==> config.mk <==
export PLATFORM = sky130hd
export DESIGN_NAME = rd53_afe_tot_array
export DESIGN_NICKNAME = d
export VERILOG_FILES = /design/src/rtl/rd53_afe_tot_array.sv
export SDC_FILE = /design/constraint.sdc
export NUM_CORES = 1
export LEC_CHECK = 0
export ABC_AREA = 1
export CAP_MARGIN = 15
export CORE_MARGIN = 1
export CORE_UTILIZATION = 48
export CTS_CLUSTER_DIAMETER = 80
export DETAILED_ROUTE_END_ITERATION = 7
export GPL_TIMING_DRIVEN = 0
export HOLD_SLACK_MARGIN = 0.03
export PLACE_DENSITY = 0.66
export SYNTH_ARGS = -nofsm -noshare
export SYNTH_HDL_FRONTEND = slang
export SYNTH_SLANG_ARGS = --single-unit
==> constraint.sdc <==
create_clock -name CLK -period 10.05 [get_ports CLK]
set_input_delay 1.5075 -clock CLK [delete_from_list [all_inputs] [get_ports CLK]]
set_output_delay 1.5075 -clock CLK [all_outputs]
set_load 0.005 [all_outputs]
==> src/rtl/rd53_afe_tot_array.sv <==
// RD53 front-end channel array: calibration injection, per-channel ToT counters, strobed latch, delay line.
// Optional feature macro AFE_TOT_PILEUP_EN: injections on a busy channel add to the running ToT.

module rd53_afe_tot_array #(
    parameter int unsigned NCH          = 8,
    parameter int unsigned DAC_W        = 12,
    parameter int unsigned TOT_W        = 8,
    parameter int unsigned DELAY_STAGES = 2
) (
    input  logic             CLK,
    input  logic             RESET,
    input  logic [NCH-1:0]   PIXEL_IN,
    input  logic [NCH-1:0]   S0,
    input  logic [NCH-1:0]   S1,
    input  logic [DAC_W-1:0] CAL_HI,
    input  logic [DAC_W-1:0] CAL_MI,
    input  logic [2:0]       IDISCH_SHIFT,
    input  logic [NCH-1:0]   POWER_DOWN,
    input  logic             PHI_AZ,
    input  logic             STROBE,
    input  logic             DELAY_IN,
    output logic             DELAY_OUT,
    output logic [NCH-1:0]   VOUTP,
    output logic [NCH-1:0]   VOUTN,
    output logic [NCH-1:0]   TOT_BUSY
);

    localparam int unsigned SUM_W = DAC_W + 1;
    localparam int unsigned CMP_W = (SUM_W > TOT_W) ? SUM_W : TOT_W + 1;
    localparam logic [TOT_W-1:0] TOT_MAX = '1;

    logic [NCH-1:0]          s0_q;
    logic [NCH-1:0]          s1_q;
    logic [NCH-1:0]          e0;
    logic [NCH-1:0]          e1;
    logic [NCH-1:0]          busy;
    logic [NCH-1:0]          hit_int;
    logic                    strobe_q;
    logic [DAC_W-1:0]        d0;
    logic [SUM_W-1:0]        inj_sum [NCH];
    logic [CMP_W-1:0]        inj_shr [NCH];
    logic [TOT_W-1:0]        inj     [NCH];
    logic [TOT_W-1:0]        cnt_q   [NCH];
    logic [TOT_W-1:0]        cnt_d   [NCH];
`ifdef AFE_TOT_PILEUP_EN
    logic [TOT_W:0]          pile    [NCH];
`endif
    logic [DELAY_STAGES-1:0] dly_q;

    assign e0 = S0 & ~s0_q;
    assign e1 = S1 & ~s1_q;
    assign d0 = (CAL_HI > CAL_MI) ? CAL_HI - CAL_MI : '0;

    // Injected ToT: both amplitude terms sum before the discharge shift, then saturate.
    always_comb begin : inj_calc
        for (int i = 0; i < NCH; i++) begin
            inj_sum[i] = (e0[i] ? SUM_W'(d0) : '0) + (e1[i] ? SUM_W'(CAL_MI) : '0);
            inj_shr[i] = CMP_W'(inj_sum[i] >> IDISCH_SHIFT);
            inj[i]     = (inj_shr[i] > CMP_W'(TOT_MAX)) ? TOT_MAX : TOT_W'(inj_shr[i]);
        end
    end

    always_comb begin : cnt_next
        busy    = '0;
        hit_int = '0;
        for (int i = 0; i < NCH; i++) begin
            busy[i]    = (cnt_q[i] != '0);
            hit_int[i] = (PIXEL_IN[i] | busy[i]) & ~POWER_DOWN[i];
`ifdef AFE_TOT_PILEUP_EN
            pile[i]    = {1'b0, cnt_q[i]} + {1'b0, inj[i]};
`endif
            cnt_d[i]   = cnt_q[i];
            if (POWER_DOWN[i]) begin
                cnt_d[i] = '0;
            end else if (inj[i] != '0 && !busy[i]) begin
                cnt_d[i] = inj[i];
`ifdef AFE_TOT_PILEUP_EN
            end else if (inj[i] != '0) begin
                cnt_d[i] = pile[i][TOT_W] ? TOT_MAX : pile[i][TOT_W-1:0];
`endif
            end else if (busy[i]) begin
                cnt_d[i] = cnt_q[i] - TOT_W'(1);
            end
        end
    end

    assign TOT_BUSY = busy;

    always_ff @(posedge CLK) begin : cnt_reg
        for (int i = 0; i < NCH; i++) begin
            if (RESET) cnt_q[i] <= '0;
            else       cnt_q[i] <= cnt_d[i];
        end
    end

    // Edge-detect history follows S even in reset, so a level held through reset is not an edge.
    always_ff @(posedge CLK) begin : edge_reg
        s0_q <= S0;
        s1_q <= S1;
    end

    // Latch: capture on the strobe rising edge, hold while high, blank when low or in autozero.
    always_ff @(posedge CLK) begin : latch_reg
        if (RESET) begin
            strobe_q <= 1'b0;
            VOUTP    <= '1;
            VOUTN    <= '1;
        end else begin
            strobe_q <= STROBE;
            if (!STROBE || PHI_AZ) begin
                VOUTP <= '1;
                VOUTN <= '1;
            end else if (!strobe_q) begin
                VOUTP <= ~hit_int | POWER_DOWN;
                VOUTN <= hit_int | POWER_DOWN;
            end else begin
                VOUTP <= VOUTP | POWER_DOWN;
                VOUTN <= VOUTN | POWER_DOWN;
            end
        end
    end

    always_ff @(posedge CLK) begin : delay_reg
        if (RESET) dly_q <= '0;
        else       dly_q <= DELAY_STAGES'({dly_q, DELAY_IN});
    end

    assign DELAY_OUT = ~dly_q[DELAY_STAGES-1];

endmodule

==> results of run 1 <==
[power groups by stage]
stage	registers, mW	clock network (mW)	logic [mW]
floorplan	0.538	0	1.08
global placement	0.548	0	1.45
detailed placement	0.552	0	1.48
CTS	0.543	0.377	1.49
global route	0.554	0.389	1.69
finish	0.544	0.368	1.51
[layout by cell type (no fill, tap or decap), drive strengths merged, types with 10 or more instances in the layout]
| master | synthesis | final |
|---|---|---|
| buf | 46 | 49 |
| a21oi | 128 | 128 |
| clkdlybuf4s50 | 0 | 87 |
| ha | 116 | 116 |
| inv | 376 | 380 |
| nor2 | 401 | 401 |
| nand4 | 53 | 53 |
| nand2 | 873 | 873 |
| xor2 | 45 | 45 |
| xnor2 | 25 | 25 |
| nor3 | 40 | 40 |
| dfxtp | 99 | 99 |
| nand3 | 496 | 496 |
| o21ai | 92 | 92 |
| clkinv | 13 | 16 |
| o211ai | 10 | 10 |
| clkbuf | 41 | 50 |
[cell families after synthesis]
| family | after synthesis | share of synthesized area |
|---|---|---|
| xor+xnor | 70 | 0.0382 |
| mux | 2 | 0.00125 |
| fa+ha+maj | 125 | 0.102 |
| simple gates | 1890 | 0.528 |
| compound gates | 258 | 0.0898 |
| buf+inv | 476 | 0.118 |
| flops | 99 | 0.123 |
[state kept, by name (all words and copies together), names as in the netlist]
signal	flops
cnt_q	64
dly_q	2
s0_q	8
s1_q	8
VOUTP	8
strobe_q	1
VOUTN	8
[worst max-delay path by stage]
stage,from,end,slack (ns),depth (start not counted)
floorplan,CAL_HI[0],cnt_q[0][25],4.25,36
global placement,CAL_MI[3],cnt_q[1][3],2.32,34
detailed placement,CAL_MI[2],cnt_q[0][25],2.31,27
CTS,CAL_MI[2],cnt_q[0][25],2.66,27
global route,CAL_MI[3],cnt_q[1][31],2.03,39
finish,CAL_MI[2],cnt_q[0][25],2.44,28
[worst max-delay path, cell delays in order]
cell,delay [ns]
clkdlybuf4s50_1,0.46
clkinv_1,0.50
ha_1,0.58
a21o_1,0.19
a31oi_1,0.25
inv_1,0.13
a31oi_1,0.21
nor2_1,0.08
or2_1,0.21
a21oi_1,0.15
xor2_1,1.00
nor3_1,0.17
ha_1,0.42
nand2_1,0.11
inv_1,0.04
a21oi_1,0.27
nand4_1,0.24
nand3_1,0.19
nand3_1,0.13
nand3_1,0.10
o21ai_0,0.12
inv_2,0.16
nand2_4,0.09
nor2_4,0.10
and2_1,0.19
nand2_2,0.09
o21ai_1,0.13
nor2_1,0.06
[area by class of cell]
| cell class | instances | area, um^2 |
|---|---|---|
| Sequential cell | 99 | 1980 |
| Timing Repair Buffer | 90 | 893 |
| Fill cell | 3572 | 14900 |
| Clock inverter | 7 | 58.8 |
| Buffer | 87 | 434 |
| Multi-Input combinational cell | 2345 | 12200 |
| Clock buffer | 9 | 225 |
| Inverter | 389 | 1460 |
| Tap cell | 442 | 553 |
[per-layer routing]
metal / vias to the layer above / share of wire / track usage
li1: 9617 / - / -
met1: 8999 / 0.40 / 0.433
met2: 787 / 0.47 / 0.645
met3: 171 / 0.078 / 0.0602
met4: 0 / 0.047 / 0.173
met5: - / 0 / 0
==> reports/metrics.yaml, run 1 <==
run_status:
  status: "completed"
final_layout:
  layout-drive-gt1-share: 0.0684
  area_growth_pct: 10.8
  fin_nets: 3210
  final_core_util: 0.544
  finalNonFillerCells: 3468
  fin_area_um2: 17800
  antenna_cells: 0
logic_synthesis:
  synth_nets: 3109
  synth_most_common_cell: "nand2_1"
  synth_edf_count: 0
  synth_top_area_frac: 0.193
  yosysUniqueCellTypes: 54
  synth-seq-area-share: 0.123
  syn_area_um2: 16100
  yosys_warnings: 0
  syn_avg_cell_area_um2: 5.50
  synth_cells: 2920
  synthTopCellsByCount: "827 x nand2_1, 465 x nand3_1, 371 x nor2_1"
  synth_flop_cell: "dfxtp_1"
  synthTopCellsByArea: "nand2_1 19%, nand3_1 14%, dfxtp_1 12%, ha_1 9.0%, nor2_1 8.7%"
  synth-seq-cells: 99
  async_flop_share: 0
  yosys.area.top_type: "nand2_1"
clock_network:
  cts-resized-gates: 0
  cts_tree: "built"
  cts-root-buf: "clkbuf_16"
  cts-hold-fix-buffers: 0
  numCtsBuffers: 9
  cts_sinks: 99
  htree_num_levels: 3
  cts.clk_slew.worst_paths_ns: 0.08
  clock_latency_ns: 0.40
  post-cts-setup-buffer-count: 0
  clock_path_buffers: 2
critical_path:
  cp-end-kind: "register"
  ff2ff_setup_slack_ns: 6.34
  rr_startpoint: "s0_q[3]"
  path_class: "in2reg"
  cp.arrival_ns: 7.88
  critPathMaxFanout: 9
  r2r_end: "cnt_q[0][29]"
  cp-start-kind: "input port"
  crit_required_ns: 10.32
  ff2ff_path_depth: 22
sta:
  hold_viol: 0
  report.final.slew_viol_count: 0
  setup_ws_ns: 2.44
  final.min_clock_period_ns: 7.61
  max_freq_mhz: 131
  maxSlewHeadroom: 0.149
  tightest_slew_ns: 1.27
  hold_slack_ns: 0.418
  final.setup_skew_ns: 0.0215
  finalSetupViolCount: 0
  fin_crit_sh: 0.757
  finalSetupTns_ns: 0
  rsz0062_at_grt: "no"
power:
  power.switching_mw: 1.21
  cellLeakagePower_nw: 9.38
  seqPwrFrac: 0.225
  p_total_mw: 2.42
  p_comb_frac: 0.623
  internal-power_mw: 1.21
  swShare: 0.500
  p_per_area_nw_per_um2: 136
  max-vdd-ir-drop_v: 0.000116
  pwr-share-clk: 0.152
die:
  coreArea_um2: 32700
  die_x_um: 185
  die_area_um2: 34200
  start_util: 0.491
  io-pin-count: 89
  die_y_um: 185
  rows: 66
hold_path:
  hold_start: "dly_q[0]"
  hold_depth: 2
  whs_endpoint: "dly_q[1]"
  hp-class: "reg2reg"
place:
  gp_congestion: 0.999
  io_buffers: 87
  hpwl_um: 49900
  placed_area_um2: 17500
  dp_slack_ns: 2.31
  dpl.cell_count: 3450
detailed_routing:
  viasPerCell: 5.64
  routed_wl_um: 62200
  vias: 19600
  drt_iter0_drc: 1926
  wl_per_cell_um: 17.9
  dr.pass1.iters: 6
  postRouteAntennaNets: 0
  drc_errors: 0
grt:
  grt_util_all_layers: 0.367
  grt_max_degree: 19
  grt_pass1_wl_um: 96200
  antenna_found_initial: 0
  grt_pass1_vias: 18700
  gr-total-overflow: 0
flow_run:
  cap_violations: 0
(Power assumes the default switching activity.)
==> run 2: changes to the inputs <==
--- a/config.mk
+++ b/config.mk
@@ -13,7 +13,7 @@
 export DETAILED_ROUTE_END_ITERATION = 7
 export GPL_TIMING_DRIVEN = 0
 export HOLD_SLACK_MARGIN = 0.03
-export PLACE_DENSITY = 0.66
+export PLACE_DENSITY = 0.69
 export SYNTH_ARGS = -nofsm -noshare
 export SYNTH_HDL_FRONTEND = slang
 export SYNTH_SLANG_ARGS = --single-unit
==> constraint.sdc (replaced) <==
create_clock -name CLK -period 6.55 [get_ports CLK]
set_input_delay 0.9825 -clock CLK [delete_from_list [all_inputs] [get_ports CLK]]
set_output_delay 0.9825 -clock CLK [all_outputs]
set_load 0.005 [all_outputs]
==> run 2 against run 1 <==
First-iteration DRC count grew 6.1%; critical path type unchanged; cell area up 1.2%; flip-flop and latch count is the same; critical path depth rose by 8; critical endpoint is now cnt_q[0][24]; setup slack lost 2.1 ns; register-to-register slack lost 3.5 ns; largest cell class unchanged; largest power group unchanged; highest routed layer unchanged; combinational power rose by 55%.
==> reports/metrics.yaml, run 2 (synthesis gave the netlist of run 1 again) <==
sta:
  finalSetupViolCount: 0
  tightest_slew_ns: 0.861
  final.min_clock_period_ns: 6.17
  rsz0062_at_grt: "no"
  max_freq_mhz: 162
  fin_crit_sh: 0.942
  report.final.slew_viol_count: 0
  maxSlewHeadroom: 0.426
  hold_slack_ns: 0.413
  final.setup_skew_ns: 0.0207
  setup_ws_ns: 0.378
  hold_viol: 0
place:
  io_buffers: 87
  placed_area_um2: 17500
  dp_slack_ns: -0.723
  dpl.cell_count: 3453
  hpwl_um: 48000
  gp_congestion: 1.01
clock_network:
  numCtsBuffers: 9
  cts.clk_slew.worst_paths_ns: 0.07
  cts_sinks: 99
  clock_latency_ns: 0.40
  cts-hold-fix-buffers: 0
  cts-root-buf: "clkbuf_16"
  cts_tree: "built"
  htree_num_levels: 3
  clock_path_buffers: 2
grt:
  antenna_found_initial: 0
  grt_max_degree: 19
  grt_util_all_layers: 0.354
  grt_pass1_wl_um: 93300
  grt_use_met2: 0.604
  gr-total-overflow: 0
  grt_util_met1: 0.422
  grtUsageMet3: 0.0592
  busiest_layer: "met2"
  grt_pass1_vias: 18500
detailed_routing:
  routed_wl_um: 60600
  viasPerCell: 5.68
  postRouteAntennaNets: 0
  vias: 19700
  drt_iter0_drc: 2044
  drc_errors: 0
  dr.pass1.iters: 8
  wl_per_cell_um: 17.5
power:
  p_comb_frac: 0.618
  swShare: 0.493
  internal-power_mw: 1.92
  seqPwrFrac: 0.220
  p_per_area_nw_per_um2: 210
  cellLeakagePower_nw: 9.46
  max-vdd-ir-drop_v: 0.000197
  power.switching_mw: 1.86
  pwr-share-clk: 0.161
critical_path:
  crit_top_cell: "nand2_1"
  critPathMaxFanout: 10
  path_class: "in2reg"
  critical-path-max-stage-delay_ns: 0.45
  critPathSlowestCell: "clkdlybuf4s50_1"
  ff2ff_path_depth: 21
  r2r_end: "cnt_q[1][3]"
  crit_required_ns: 6.83
  cp-end-kind: "register"
  cp-start-kind: "input port"
  endpoint: "cnt_q[0][24]"
  rr_startpoint: "s0_q[4]"
  cp.arrival_ns: 6.46
  ff2ff_setup_slack_ns: 2.85
  critPathLaunch: "CAL_MI[3]"
run_status:
  status: "completed"
flow_run:
  cap_violations: 0
die:
  io-pin-count: 89
  start_util: 0.491
  coreArea_um2: 32700
  die_y_um: 185
  die_x_um: 185
  die_area_um2: 34200
  rows: 66
hold_path:
  hold_depth: 2
  hp-class: "reg2reg"
final_layout:
  largest_reg_flops: 64
  antenna_cells: 0
  layout_common_cells: "825 x nand2_1, 464 x nand3_1, 370 x nor2_1"
  fillers: 3476
  finalNonFillerCells: 3472
  final_core_util: 0.550
  top_register: "cnt_q"
  layout-drive-gt1-share: 0.0766
  layout_commonest_cell: "nand2_1"
  area_growth_pct: 12.1
  fin_area_um2: 18000
  fin_nets: 3214
-- run 2: changes by cell type in the layout (fill, tap and decap cells not counted), sizes merged --
cell / previous run / this run
bufinv: 0 / 1
clkinv: 16 / 5
inv: 380 / 385
buf: 49 / 54
clkinvlp: 0 / 4
-- run 2: per-layer routing --
layer | share of wire | wire length (um) | vias up
met5 | 0 | 0 | -
met4 | 0.057 | 3460 | 0
met3 | 0.087 | 5270 | 235
met2 | 0.46 | 27800 | 923
met1 | 0.40 | 24100 | 8952
li1 | - | - | 9600
-- run 2: final cells by class --
type | count | area, um^2 | area share
flip-flops and latches | 99 | 1980 | 0.110
clock buffers | 10 | 239 | 0.0133
clock inverters | 6 | 77.6 | 0.00431
multi-input cells | 2345 | 12300 | 0.682
inverters | 389 | 1480 | 0.0825
repair buffers | 95 | 958 | 0.0533
well taps | 442 | 553 | 0.0307
plain buffers | 86 | 434 | 0.0241
-- run 2: critical path, delay by kind of cell --
family / cells / cell delay (ns)
and+or+nand+nor: 21 / 2.46
buffers and inverters: 7 / 1.17
AOI/OAI and AO/OA: 5 / 0.75
adders and majority gates: 2 / 0.73
xor gates and xnor gates: 1 / 0.34
-- run 2: how the worst min path moves through the flow --
| stage | startpoint | to | slack, ns |
|---|---|---|---|
| floorplan | dly_q[0] | dly_q[1] | 0.39 |
| global placement | dly_q[0] | dly_q[1] | 0.39 |
| detailed placement | dly_q[0] | dly_q[1] | 0.40 |
| CTS | dly_q[0] | dly_q[1] | 0.42 |
| global route | dly_q[0] | dly_q[1] | 0.42 |
| finish | dly_q[0] | dly_q[1] | 0.41 |
-- run 2: what timing repair did --
| action | CTS | global route |
|---|---|---|
| setup endpoints to repair | 63 | 63 |
| cloned | 0 | 0 |
| pin swaps | 0 | 0 |
| buffers inserted | 0 | 3 |
| gates resized for setup | 9 | 22 |
| endpoints found under the hold margin | 0 | 0 |
-- run 2: power by group through the flow --
stage	registers (mW)	logic (mW)	clock network (mW)
after floorplan	0.826	1.66	0
after global placement	0.840	2.23	0
after detailed placement	0.846	2.27	0
after CTS	0.833	2.29	0.626
after global routing	0.852	2.60	0.643
final	0.833	2.34	0.610
-- run 2: through the flow --
step                      TNS, ns  power, mW
final                           0       3.78
after detailed placement   -37.75       3.12
after global placement     -30.69       3.07
after floorplan                 0       2.49
after CTS                       0       3.75
after global routing            0       4.10
